**src/rtl/riscv_pkg.sv**
```systemverilog
// Shared RISC-V pipeline types: register address width, writeback tag width
// and the decoded-instruction entry held by the ID issue queue.
package riscv_pkg;

   localparam int REG_ADDR_W      = 5;
   localparam int NUM_REGS        = 1 << REG_ADDR_W;
   localparam int TAG_WIDTH       = 4;
   localparam int ISSUE_PAYLOAD_W = 128;
   localparam int ISSUE_NUM_SRC   = 2;

   typedef logic [REG_ADDR_W-1:0] reg_addr_t;

   // One decoded instruction waiting for issue; source i sits at src_addr[5i+4:5i].
   typedef struct packed {
      logic [ISSUE_PAYLOAD_W-1:0]             payload;
      logic [31:0]                            pc;
      logic [ISSUE_NUM_SRC-1:0]               src_en;
      logic [ISSUE_NUM_SRC*REG_ADDR_W-1:0]    src_addr;
      logic                                   rd_en;
      reg_addr_t                              rd_addr;
      logic                                   exc;
      logic [4:0]                             exc_cause;
   } issue_entry_t;

   function automatic reg_addr_t src_addr_of(
      input logic [ISSUE_NUM_SRC*REG_ADDR_W-1:0] addrs,
      input int                                  idx
   );
      return addrs[idx*REG_ADDR_W +: REG_ADDR_W];
   endfunction

endpackage

```
**src/rtl/id_issue_scoreboard.sv**
```systemverilog
// Register busy scoreboard: per-register busy bit and writeback tag, a wrapping
// tag allocator, source readiness (with same-cycle clear bypass) and wb clear.
module id_issue_scoreboard
   import riscv_pkg::*;
#(
   parameter int NUM_SRC   = riscv_pkg::ISSUE_NUM_SRC,
   parameter int TAG_WIDTH = riscv_pkg::TAG_WIDTH
) (
   input  logic                           clk,
   input  logic                           reset,
   input  logic [NUM_SRC-1:0]             src_en,
   input  logic [NUM_SRC*REG_ADDR_W-1:0]  src_addr,
   output logic                           srcs_ready,
   input  logic                           set_en,
   input  logic [REG_ADDR_W-1:0]          set_addr,
   output logic [TAG_WIDTH-1:0]           alloc_tag,
   input  logic                           wb_clr_en,
   input  logic [REG_ADDR_W-1:0]          wb_clr_addr,
   input  logic [TAG_WIDTH-1:0]           wb_clr_tag
);

   logic [NUM_REGS-1:0]  busy;
   logic [TAG_WIDTH-1:0] tag_q [NUM_REGS];
   logic [TAG_WIDTH-1:0] tag_ctr;
   logic [NUM_SRC-1:0]   src_ok;

   for (genvar i = 0; i < NUM_SRC; i++) begin : g_src
      reg_addr_t a;
      assign a = src_addr[i*REG_ADDR_W +: REG_ADDR_W];
      // A matching writeback this cycle releases the source without waiting a cycle.
      assign src_ok[i] = !src_en[i] || (a == '0) || !busy[a] ||
                         (wb_clr_en && (wb_clr_addr == a) && (wb_clr_tag == tag_q[a]));
   end

   assign srcs_ready = &src_ok;
   assign alloc_tag  = tag_ctr;

   always_ff @(posedge clk) begin
      if (reset) begin
         busy    <= '0;
         tag_ctr <= '0;
         for (int r = 0; r < NUM_REGS; r++) tag_q[r] <= '0;
      end else begin
         if (wb_clr_en && (wb_clr_tag == tag_q[wb_clr_addr]))
            busy[wb_clr_addr] <= 1'b0;
         // Placed after the clear so a new allocation on the same register wins.
         if (set_en && (set_addr != '0)) begin
            busy[set_addr]  <= 1'b1;
            tag_q[set_addr] <= tag_ctr;
            tag_ctr         <= tag_ctr + TAG_WIDTH'(1);
         end
      end
   end

endmodule

```
**src/rtl/id_issue_queue.sv**
```systemverilog
// In-order issue queue between decode and EX with register hazard tracking.
// Optional ID_ISSUE_BYPASS_EN: an empty queue presents the incoming instruction directly.
module id_issue_queue
   import riscv_pkg::*;
#(
   parameter int DEPTH     = 4,
   parameter int PAYLOAD_W = riscv_pkg::ISSUE_PAYLOAD_W,
   parameter int NUM_SRC   = riscv_pkg::ISSUE_NUM_SRC,
   parameter int TAG_WIDTH = riscv_pkg::TAG_WIDTH
) (
   input  logic                          clk,
   input  logic                          reset,
   input  logic                          flush,
   input  logic                          in_valid,
   output logic                          in_ready,
   input  logic [PAYLOAD_W-1:0]          in_payload,
   input  logic [31:0]                   in_pc,
   input  logic [NUM_SRC-1:0]            in_src_en,
   input  logic [NUM_SRC*5-1:0]          in_src_addr,
   input  logic                          in_rd_en,
   input  logic [4:0]                    in_rd_addr,
   input  logic                          in_exc,
   input  logic [4:0]                    in_exc_cause,
   output logic                          out_valid,
   input  logic                          out_ready,
   output logic [PAYLOAD_W-1:0]          out_payload,
   output logic [31:0]                   out_pc,
   output logic                          out_rd_en,
   output logic [4:0]                    out_rd_addr,
   output logic [TAG_WIDTH-1:0]          out_rd_tag,
   output logic                          out_exc,
   output logic [4:0]                    out_exc_cause,
   input  logic                          wb_clr_en,
   input  logic [4:0]                    wb_clr_addr,
   input  logic [TAG_WIDTH-1:0]          wb_clr_tag,
   output logic                          hazard_stall,
   output logic [$clog2(DEPTH):0]        count
);

   localparam int PTR_W = $clog2(DEPTH);
   localparam int CNT_W = PTR_W + 1;

   issue_entry_t       mem [DEPTH];
   logic [PTR_W-1:0]   rd_ptr;
   logic [PTR_W-1:0]   wr_ptr;
   logic [CNT_W-1:0]   cnt_q;
   logic               exc_block;

   issue_entry_t       in_entry;
   issue_entry_t       cand;
   logic               head_valid;
   logic               from_input;
   logic               cand_valid;
   logic               issue_open;
   logic               srcs_ready;
   logic               fire;
   logic               push;
   logic               pop;
   logic               set_en;

   assign in_entry = '{payload:   in_payload,
                       pc:        in_pc,
                       src_en:    in_src_en,
                       src_addr:  in_src_addr,
                       rd_en:     in_rd_en,
                       rd_addr:   in_rd_addr,
                       exc:       in_exc,
                       exc_cause: in_exc_cause};

   assign head_valid = (cnt_q != '0);

`ifdef ID_ISSUE_BYPASS_EN
   assign from_input = !head_valid && in_valid;
`else
   assign from_input = 1'b0;
`endif

   assign cand       = from_input ? in_entry : mem[rd_ptr];
   assign cand_valid = head_valid || from_input;

   id_issue_scoreboard #(
      .NUM_SRC   (NUM_SRC),
      .TAG_WIDTH (TAG_WIDTH)
   ) u_scoreboard (
      .clk         (clk),
      .reset       (reset),
      .src_en      (cand.src_en),
      .src_addr    (cand.src_addr),
      .srcs_ready  (srcs_ready),
      .set_en      (set_en),
      .set_addr    (cand.rd_addr),
      .alloc_tag   (out_rd_tag),
      .wb_clr_en   (wb_clr_en),
      .wb_clr_addr (wb_clr_addr),
      .wb_clr_tag  (wb_clr_tag)
   );

   // Handshakes: a transfer happens on a clock edge where valid and ready are both
   // high. in_ready depends only on occupancy and reset, never on a same-cycle pop;
   // out_valid never depends on out_ready and, once high, the head holds until taken
   // or flushed.
   assign in_ready     = (cnt_q < CNT_W'(DEPTH)) && !reset;
   assign issue_open   = cand_valid && !flush && !exc_block && !reset;
   assign out_valid    = issue_open && (cand.exc || srcs_ready);
   assign hazard_stall = issue_open && !cand.exc && !srcs_ready;

   assign fire   = out_valid && out_ready;
   assign push   = in_valid && in_ready && !flush && !(fire && from_input);
   assign pop    = fire && !from_input;
   assign set_en = fire && cand.rd_en && (cand.rd_addr != '0) && !cand.exc;

   assign out_payload   = cand.payload;
   assign out_pc        = cand.pc;
   assign out_rd_en     = cand.rd_en;
   assign out_rd_addr   = cand.rd_addr;
   assign out_exc       = cand.exc;
   assign out_exc_cause = cand.exc_cause;
   assign count         = cnt_q;

   always_ff @(posedge clk) begin
      if (reset || flush) begin
         cnt_q     <= '0;
         rd_ptr    <= '0;
         wr_ptr    <= '0;
         exc_block <= 1'b0;
      end else begin
         if (push) wr_ptr <= wr_ptr + PTR_W'(1);
         if (pop)  rd_ptr <= rd_ptr + PTR_W'(1);
         case ({push, pop})
            2'b10:   cnt_q <= cnt_q + CNT_W'(1);
            2'b01:   cnt_q <= cnt_q - CNT_W'(1);
            default: cnt_q <= cnt_q;
         endcase
         if (fire && cand.exc) exc_block <= 1'b1;
      end
   end

   // Entry storage needs no reset: nothing is read while count is zero.
   always_ff @(posedge clk) begin
      if (push) mem[wr_ptr] <= in_entry;
   end

endmodule
```
**config.mk**
```make
export PLATFORM = sky130hd
export DESIGN_NAME = id_issue_queue
export DESIGN_NICKNAME = d
export VERILOG_FILES = /design/src/rtl/riscv_pkg.sv /design/src/rtl/id_issue_scoreboard.sv /design/src/rtl/id_issue_queue.sv
export SDC_FILE = /design/constraint.sdc
export NUM_CORES = 1
export LEC_CHECK = 0
export CAP_MARGIN = 20
export CORE_ASPECT_RATIO = 1.75
export CORE_UTILIZATION = 40
export CTS_CLUSTER_SIZE = 12
export DETAILED_ROUTE_END_ITERATION = 10
export REMOVE_ABC_BUFFERS = 1
export SETUP_SLACK_MARGIN = 0.1
export SLEW_MARGIN = 10
export SYNTH_ARGS = -nofsm -noshare
export SYNTH_HDL_FRONTEND = slang
export SYNTH_SLANG_ARGS = --single-unit
```
**constraint.sdc**
```tcl
create_clock -name clk -period 7.6 [get_ports clk]
set_input_delay 1.14 -clock clk [delete_from_list [all_inputs] [get_ports clk]]
set_output_delay 1.14 -clock clk [all_outputs]
set_load 0.05 [all_outputs]
```
==> results.toml <==
[outcome]
outcome = "finished, final reports clean"

[worst_setup_path]
end_kind = "output port"
cp-start-kind = "flop"
required_ns = 6.46
r2r.worst_path.cells = 13
cp_max_fo = 54
critPathKind = "flop to output port"
cp_data_arrival_time_ns = 5.88

[yosys]
ys_top_cells_by_area = "edfxtp_1 (68%), mux4_2 (14%), mux2i_1 (3.3%)"
synth_ff_type = "edfxtp_1"
syn_inst = 2022
synth_top_cell_by_area = "edfxtp_1"
synth_area_per_cell_sq_um = 18.8
synth_edf_count = 864
ys_warn_count = 0
ys_top_cells_by_count = "edfxtp_1 (864), mux4_2 (241), mux2i_1 (125)"
ys_async_sr_fraction_pct = 0
syn_area_sq_um = 38000
synth_seq_cells = 909
netlist.area_leader.share_pct = 68.2
ys_types = 66
yosysSeqAreaShare_pct = 70.6
yosys.cell_count.top_type = "edfxtp_1"

[clock_tree]
cts_resized = 0
cts_buffers = 87
clock_latency_ns = 0.66
clock_path_buffers = 3
clkTransAtPathRegs_ns = 0.06
postCtsSetupBuffers = 0
htreeDepth = 3
cts_hold_buf = 0
cts_tree = "yes"
cts.sink_count = 909
root_buffer = "clkbuf_16"

[sta]
setup_slack_ns = 0.584
relSlewSlack_pct = 30.8
hold_viol = 0
max_freq_ghz = 0.143
worstMarginPinSlew_ns = 1.04
rsz0062_at_grt = "no"
fin_worst_skew_ns = 0.0228
finalCriticalPeriod_ns = 7.02
setup_viol = 0
drv_slew = 0
hold_slack_ns = 0.472
timing.final.crit_share_pct = 92.3

[cells_and_area]
nets = 2600
final_area_sq_um = 45800
fillers = 7750
area_growth_pct = 20.3
drive_gt1_share_pct = 18.9

[detailed_routing]
num_vias = 21200
drc = 0
drt-initial-drc-count = 1666
antenna_left = 0
drt-pass1-iter-count = 7
wl_per_cell_um = 30.0
wl_um = 110000
vias_per_cell = 5.80

[min_path]
holdPathStages = 2
min_path_type = "flop to flop"
worstHoldStart = "exc_block"

[grt]
met2_usage_pct = 40.8
grt_overflow = 0
grt_pass1_vias = 22600
grt_pass1_wl_um = 157000
grt_usage_pct = 22.7
globalRouteMet1Util_pct = 22.9
gr-usage-met3_pct = 6.62
antenna_found_initial = 24
grt_most_used_layer = "met2"
grt_max_degree = 111

[floorplan]
die_h_um = 410
die_area_sq_um = 96400
io_pins = 381
start_util_pct = 40.4
rows = 149
die_x_um = 235
coreArea_sq_um = 94100

[place]
port_buffers = 380
post_dp_cell_area_sq_um = 43200
post-place-ws_ns = 1.26
hpwl_um = 76500
place_congestion = 0.989

[power_and_ir_drop]
power_density_nw_per_um2 = 222
vdd_drop_max_mv = 0.206
cellLeakagePower_nw = 14.2

[job]
drv_cap = 0
## critical path, stage by stage, from the launching register on
cell and delay, ns:
dfxtp_4 0.56, mux4_4 1.12, mux4_2 0.50, nand2_1 0.08
and4b_1 0.20, a2111oi_0 0.57, nor2_1 0.08, o32ai_1 0.57
o31ai_4 0.21, a21oi_1 0.33, and2_1 0.17, clkdlybuf4s50_1 0.80
## registers in the layout (all words and copies together) (netlist names), named ones only
name,cells
u_scoreboard.alloc_tag,4
count,3
wr_ptr,2
exc_block,1
u_scoreboard.busy,31
mem,736
rd_ptr,2
u_scoreboard.tag_q,128
## placed cells by master, fill, tap and decap left out, types with 11 or more instances in the layout
master | synthesis | final
o21ai_0 | 16 | 16
buf_4 | 12 | 32
xor2_1 | 12 | 12
mux2i_1 | 125 | 125
clkdlybuf4s50_1 | 0 | 378
o21ai_1 | 42 | 41
clkbuf_16 | 0 | 88
and2_1 | 14 | 14
nand2_1 | 61 | 61
mux2_2 | 22 | 22
nor2_1 | 39 | 39
edfxtp_1 | 864 | 864
nand4_1 | 14 | 14
a21oi_1 | 16 | 16
buf_12 | 0 | 12
dfxtp_1 | 45 | 43
o211ai_1 | 35 | 35
nor3_1 | 73 | 73
inv_1 | 15 | 13
a211oi_1 | 11 | 11
nor3_2 | 33 | 33
a22oi_1 | 24 | 24
clkbuf_1 | 79 | 37
nor2b_1 | 16 | 16
nand3_1 | 12 | 12
o31ai_1 | 19 | 19
nor4_1 | 28 | 28
mux4_2 | 241 | 240
## worst paths after layout
kind,end,slack [ns]
hold / removal,exc_block,0.47
hold reg to reg,exc_block,0.47
setup / recovery,hazard_stall,0.58
setup reg to reg,u_scoreboard.tag_q[29][3],1.84
## per-stage QoR
stage | cells | power (mW) | util, % | setup TNS, ns
finish | 3658 | 10.2 | 48.6 | 0
floorplan | 1881 | 5.97 | - | -1966.46
global placement | 3513 | 6.31 | 45.9 | 0
detailed placement | 3513 | 6.32 | 45.9 | 0
CTS | 3648 | 10.3 | 48.6 | 0
global route | 3654 | 10.4 | 48.6 | 0
## cell families after synthesis
group	Yosys count	share of synthesized area, %
AOI/OAI and AO/OA	196	3.57
buffers and inverters	164	1.84
xor gates and xnor gates	22	0.507
muxes	388	18.2
DFF	909	70.6
and+or+nand+nor	335	5.04
other	1	0.00986
adders and majority gates	7	0.250
## final cells by class
cell class              count  area [sq um]  area share (%)
clock buffers             126          2350            5.15
well taps                1208          1510            3.30
diodes                     10          25.0          0.0547
multi-input cells         952         10500            23.0
inverters                  20          75.1           0.164
clock inverters             9           128           0.279
repair buffers            424          4270            9.34
flip-flops and latches    909         26900            58.7
## where the power goes
group / total [mW] / internal, mW / switching (mW) / leakage [nW]
Clock: 3.95 / 2.17 / 1.77 / 1.19
Sequential: 5.59 / 5.55 / 0.0455 / 8.33
Combinational: 0.620 / 0.247 / 0.372 / 4.65
Total: 10.2 / 7.97 / 2.19 / 14.2
## layer usage
layer	wire [um]	share of wire, %	up-vias
li1	-	-	9098
met1	36100	33	10900
met2	57900	53	850
met3	8440	7.7	301
met4	7060	6.4	24
met5	164	0.15	-
No activity file was read; power rests on OpenSTA's default activity.
